File: src/rtl/jtdsp16_sdeser.sv
// jtdsp16_sdeser
// Serial output deserializer for the JTDSP16 serial port. It watches the DSP16
// serial output pins and rebuilds each 16-bit word together with the 8-bit
// serial address that travels alongside it. Words are then sorted into left
// and right audio sample registers by address. It sits between the DSP16
// serial pins and the Q-Sound mixer, and also serves as the bench monitor for
// the serial transmitter.
//
// Parameters
//   LEFT_ADDR   serial address that selects the left sample register
//   RIGHT_ADDR  serial address that selects the right sample register
//
// Ports
//   clk     in   system clock
//   rst     in   asynchronous, active-high reset
//   cen     in   sampling enable; state only advances on cycles with cen=1
//   ock     in   serial output clock from the DSP (data changes on its rise)
//   sdi     in   serial data, MSB first, sampled on falling ock
//   old     in   output load, active low; low while a frame is in progress
//   sadd    in   serial address bit, MSB first, valid for the first 8 bits
//   dout    out  last complete word
//   addr    out  address captured with dout
//   dvalid  out  one-clk pulse when dout/addr update
//   left    out  last word received with addr == LEFT_ADDR
//   right   out  last word received with addr == RIGHT_ADDR
//   sample  out  one-clk pulse when right updates (stereo pair complete)
//   err     out  one-clk pulse on a truncated frame

module jtdsp16_sdeser #(
  parameter logic [7:0] LEFT_ADDR  = 8'h00,
  parameter logic [7:0] RIGHT_ADDR = 8'h01
) (
  input  logic        clk,
  input  logic        rst,
  input  logic        cen,
  input  logic        ock,
  input  logic        sdi,
  input  logic        old,
  input  logic        sadd,
  output logic [15:0] dout,
  output logic [7:0]  addr,
  output logic        dvalid,
  output logic [15:0] left,
  output logic [15:0] right,
  output logic        sample,
  output logic        err
);

  typedef enum logic {
    IDLE = 1'b0,
    RX   = 1'b1
  } state_t;

  state_t      state;
  state_t      state_nx;

  logic        ock_l;
  logic        fedge;
  logic [15:0] sh;
  logic [15:0] sh_nx;
  logic [7:0]  ash;
  logic [4:0]  bcnt;

  logic        take_bit;
  logic        word_done;
  logic        abort;
  logic        trunc;

  // ock_l only follows ock on enabled cycles, so toggles of ock while cen is
  // low are invisible. Resetting it to 0 means no edge is seen right after
  // reset even if ock is already low.
  always_ff @(posedge clk or posedge rst) begin
    if (rst) begin
      ock_l <= 1'b0;
    end else if (cen) begin
      ock_l <= ock;
    end
  end

  assign fedge = cen && ock_l && !ock;
  assign sh_nx = {sh[14:0], sdi};

  // State register
  always_ff @(posedge clk or posedge rst) begin
    if (rst) begin
      state <= IDLE;
    end else begin
      state <= state_nx;
    end
  end

  // Next-state logic. A frame starts on the first falling edge seen with old
  // low; old going high on any enabled cycle ends it.
  always_comb begin
    state_nx = state;
    case (state)
      IDLE: begin
        if (fedge && !old) begin
          state_nx = RX;
        end
      end
      RX: begin
        if (cen && old) begin
          state_nx = IDLE;
        end
      end
      default: state_nx = IDLE;
    endcase
  end

  // Datapath controls. In RX, old has priority over a coincident falling
  // edge: the bit is dropped and the truncation rule applies instead.
  // bcnt==0 in RX means the previous word just finished cleanly, so leaving
  // the frame there is not an error.
  always_comb begin
    take_bit  = 1'b0;
    word_done = 1'b0;
    abort     = 1'b0;
    trunc     = 1'b0;
    case (state)
      IDLE: begin
        take_bit = fedge && !old;
      end
      RX: begin
        if (cen && old) begin
          abort = 1'b1;
          trunc = (bcnt != 5'd0);
        end else if (fedge) begin
          take_bit  = 1'b1;
          word_done = (bcnt == 5'd15);
        end
      end
      default: begin
        take_bit = 1'b0;
      end
    endcase
  end

  // Shift registers, bit counter and registered outputs. The pulse outputs
  // default low every clk, not just every cen cycle, so they last exactly one
  // clk. IDLE always has bcnt==0, so the first bit of a word goes through the
  // same shift path as every other bit.
  always_ff @(posedge clk or posedge rst) begin
    if (rst) begin
      sh     <= 16'h0000;
      ash    <= 8'h00;
      bcnt   <= 5'd0;
      dout   <= 16'h0000;
      addr   <= 8'h00;
      left   <= 16'h0000;
      right  <= 16'h0000;
      dvalid <= 1'b0;
      sample <= 1'b0;
      err    <= 1'b0;
    end else begin
      dvalid <= 1'b0;
      sample <= 1'b0;
      err    <= 1'b0;
      if (abort) begin
        bcnt <= 5'd0;
        if (trunc) begin
          sh  <= 16'h0000;
          ash <= 8'h00;
          err <= 1'b1;
        end
      end else if (take_bit) begin
        sh <= sh_nx;
        if (bcnt < 5'd8) begin
          ash <= {ash[6:0], sadd};
        end
        if (word_done) begin
          // ash is complete after bit 8, so it is stable by the 16th bit.
          bcnt   <= 5'd0;
          dout   <= sh_nx;
          addr   <= ash;
          dvalid <= 1'b1;
          if (ash == LEFT_ADDR) begin
            left <= sh_nx;
          end
          if (ash == RIGHT_ADDR) begin
            right  <= sh_nx;
            sample <= 1'b1;
          end
        end else begin
          bcnt <= bcnt + 5'd1;
        end
      end
    end
  end

endmodule
File: config.mk
export PLATFORM = sky130hd
export DESIGN_NAME = jtdsp16_sdeser
export DESIGN_NICKNAME = d
export VERILOG_FILES = /design/src/rtl/jtdsp16_sdeser.sv
export SDC_FILE = /design/constraint.sdc
export NUM_CORES = 1
export LEC_CHECK = 0
export ABC_AREA = 1
export CAP_MARGIN = 20
export CORE_ASPECT_RATIO = 1.4
export CORE_UTILIZATION = 35
export DETAILED_ROUTE_END_ITERATION = 12
export PLACE_DENSITY = 0.56
export SLEW_MARGIN = 30
export SYNTH_ARGS = -nofsm -noshare
export SYNTH_HDL_FRONTEND = slang
export SYNTH_SLANG_ARGS = --single-unit
File: constraint.sdc
create_clock -name clk -period 4.25 [get_ports clk]
set_input_delay 0.425 -clock clk [delete_from_list [all_inputs] [get_ports clk]]
set_output_delay 0.425 -clock clk [all_outputs]
set_load 0.01 [all_outputs]
==> out/metrics.yaml <==
run_status: "completed"
drt-total-wl_um: 8723
layout_setup_ws_ns: 1.694
hp-class: "reg -> reg"
syn_area_um2: 3725
grt_start_max_net_pins: 50
grt_pass1_vias: 2953
drtAntennaViolNets: 0
final_area_um2: 4761
ys_seq_area_frac: 0.5979
slew_violations: 0
synth-async-reset-ratio: 1.000
ff_latch_area_um2: 2227
placed_cells: 605
p_per_area_nw_per_um2: 416.9
finClkSkew_ns: 0.007835
multi_input_area_um2: 1319
post_cts_buffers: 0
required_ns: 4.47
rows: 44
cts_tree: "done"
rrSetupSlack_ns: 1.69
route.detailed.drc: 0
place_area_um2: 4442
start_kind: "flip-flop"
fp.dieH_um: 124.1
core_um2: 10350
finalHoldViolations: 0
rsz0062_at_grt: "no"
period_share: 0.6015
syn_area_per_cell_um2: 8.911
yosysMostFrequentCell: "nand2_1"
cp_max_fo: 35
grt_overflow_total: 0
die_x_um: 89.19
fin_tns_setup_ns: 0
yosys.area.top_type_share: 0.5979
antenna_found_initial: 0
die_area_um2: 11060
htree_levels: 3
synth.largest_area_cell: "dfrtp_1"
synth-edff-count: 0
ir_worst_vdd_v: 0.0002189
grt_usage: 0.1752
hold_buffers: 0
end_kind: "flip-flop"
finalSetupViolCount: 0
crit_type: "reg -> reg"
path_clk_slew_ns: 0.06
clock_path_buffers: 2
pre_cts_ws_ns: 1.464
vias_per_cell: 4.748
yosys.cell_types.count: 21
numPortBuffers: 65
ys_warn_count: 0
whs_ns: 0.4716
netlist_top_cells_count: "nand2_1 (184), dfrtp_1 (89), nand3_1 (56)"
dp_hpwl_um: 6056
fin_crit_ns: 2.556
fin_cells: 619
syn_inst: 418
first_iter_violations: 161
drive_gt1_frac: 0.06861
synth_seq_cells: 89
areaGrowthSynthToFinish_pct: 27.81
power.leakage_nw: 2.502
fin_nets: 488
synth_nets: 428
post_drt_wl_per_cell_um: 14.09
synth.area.top_cells: "dfrtp_1 (60%), nand2_1 (19%), nand3_1 (7.5%)"
postLayoutCoreUtil: 0.4600
clock_sinks: 89
initial_core_util: 0.3599
ctsResizeCount: 0
gp_congestion: 0.8173
cts-buffers-inserted: 9
p_total_mw: 1.985
num_io_pins: 66
grt_pass1_wl_um: 14570
num_vias: 2939
drv_cap: 0
slew_headroom: 0.4587
firstDrtPassIters: 5
clk_latency_ns: 0.33
clock.fmax_mhz: 391.2
final.fill_count: 1045
worstMarginPinSlew_ns: 0.8100
clk_root_buffer_cell: "clkbuf_16"
crit_arrival_ns: 2.78
antenna_cells: 0
dominantRegCellSynth: "dfrtp_1"
cell type report:
class / instances / share of cell area
multi-input cells: 296 / 0.2770
inverters: 15 / 0.01235
flip-flops and latches: 89 / 0.4678
repair buffers: 67 / 0.1398
well taps: 138 / 0.03627
clock buffers: 11 / 0.05309
clock inverters: 3 / 0.01367
cells by family after synthesis:
kind of cell | after synthesis | share of synthesized area
AO/OA/AOI/OAI | 25 | 0.03359
XOR/XNOR | 2 | 0.004704
adder cells (fa/ha/maj) | 3 | 0.01008
buffers and inverters | 33 | 0.04803
flip-flops | 89 | 0.5979
AND/OR/NAND/NOR | 266 | 0.3057
worst max-delay path: stages, from the launching register on:
cell and delay, ns:
dfrtp_1 0.40, ha_1 0.21, nand2_1 0.07, nor2_1 0.11, ha_1 0.20, nand3_4 0.25
nor2_4 0.62, nand2_2 0.36, nand2_1 0.15, nand2_1 0.06
final timing paths:
path / from / end / cells after the start
setup / recovery: bcnt[1] / left[8] / 9
hold / removal: right[15] / right[15] / 2
setup reg to reg: bcnt[1] / left[8] / 9
hold reg to reg: right[15] / right[15] / 2
max in group asynchronous: rst / ash[3] / 3
min in group asynchronous: rst / bcnt[3] / 2
cell usage in the layout, fill, tap and decap left out, drive strengths merged:
master | synthesis | final
a21oi | 1 | 1
and2b | 1 | 1
buf | 13 | 2
bufinv | 0 | 2
clkbuf | 5 | 11
clkdlybuf4s50 | 0 | 65
clkinv | 0 | 1
dfrtp | 89 | 89
ha | 3 | 3
inv | 15 | 15
nand2 | 187 | 187
nand3 | 59 | 59
nand3b | 1 | 1
nor2 | 18 | 18
o21ai | 24 | 24
xor2 | 2 | 2
sequential cells by signal, summed over array words and instances, names as in the netlist, 5 cells and up:
| name | count |
|---|---|
| ash | 8 |
| right | 16 |
| addr | 8 |
| bcnt | 5 |
| left | 16 |
| sh | 15 |
| dout | 16 |
power breakdown:
part / leakage [nW] / total (mW) / internal (mW) / switching [mW]
combinational: 1.11 / 0.193 / 0.0581 / 0.135
sequential: 1.23 / 0.946 / 0.887 / 0.0594
clock: 0.157 / 0.846 / 0.539 / 0.306
per-layer routing:
| layer | up-vias | global-route usage | part of all wire |
|---|---|---|---|
| li1 | 1448 | - | - |
| met2 | 62 | 0.2939 | 0.52 |
| met1 | 1417 | 0.2212 | 0.43 |
| met4 | 0 | 0.07440 | 0.019 |
| met3 | 12 | 0.02982 | 0.034 |
| met5 | - | 0 | 0 |
Power figures use the tool's default switching activity.
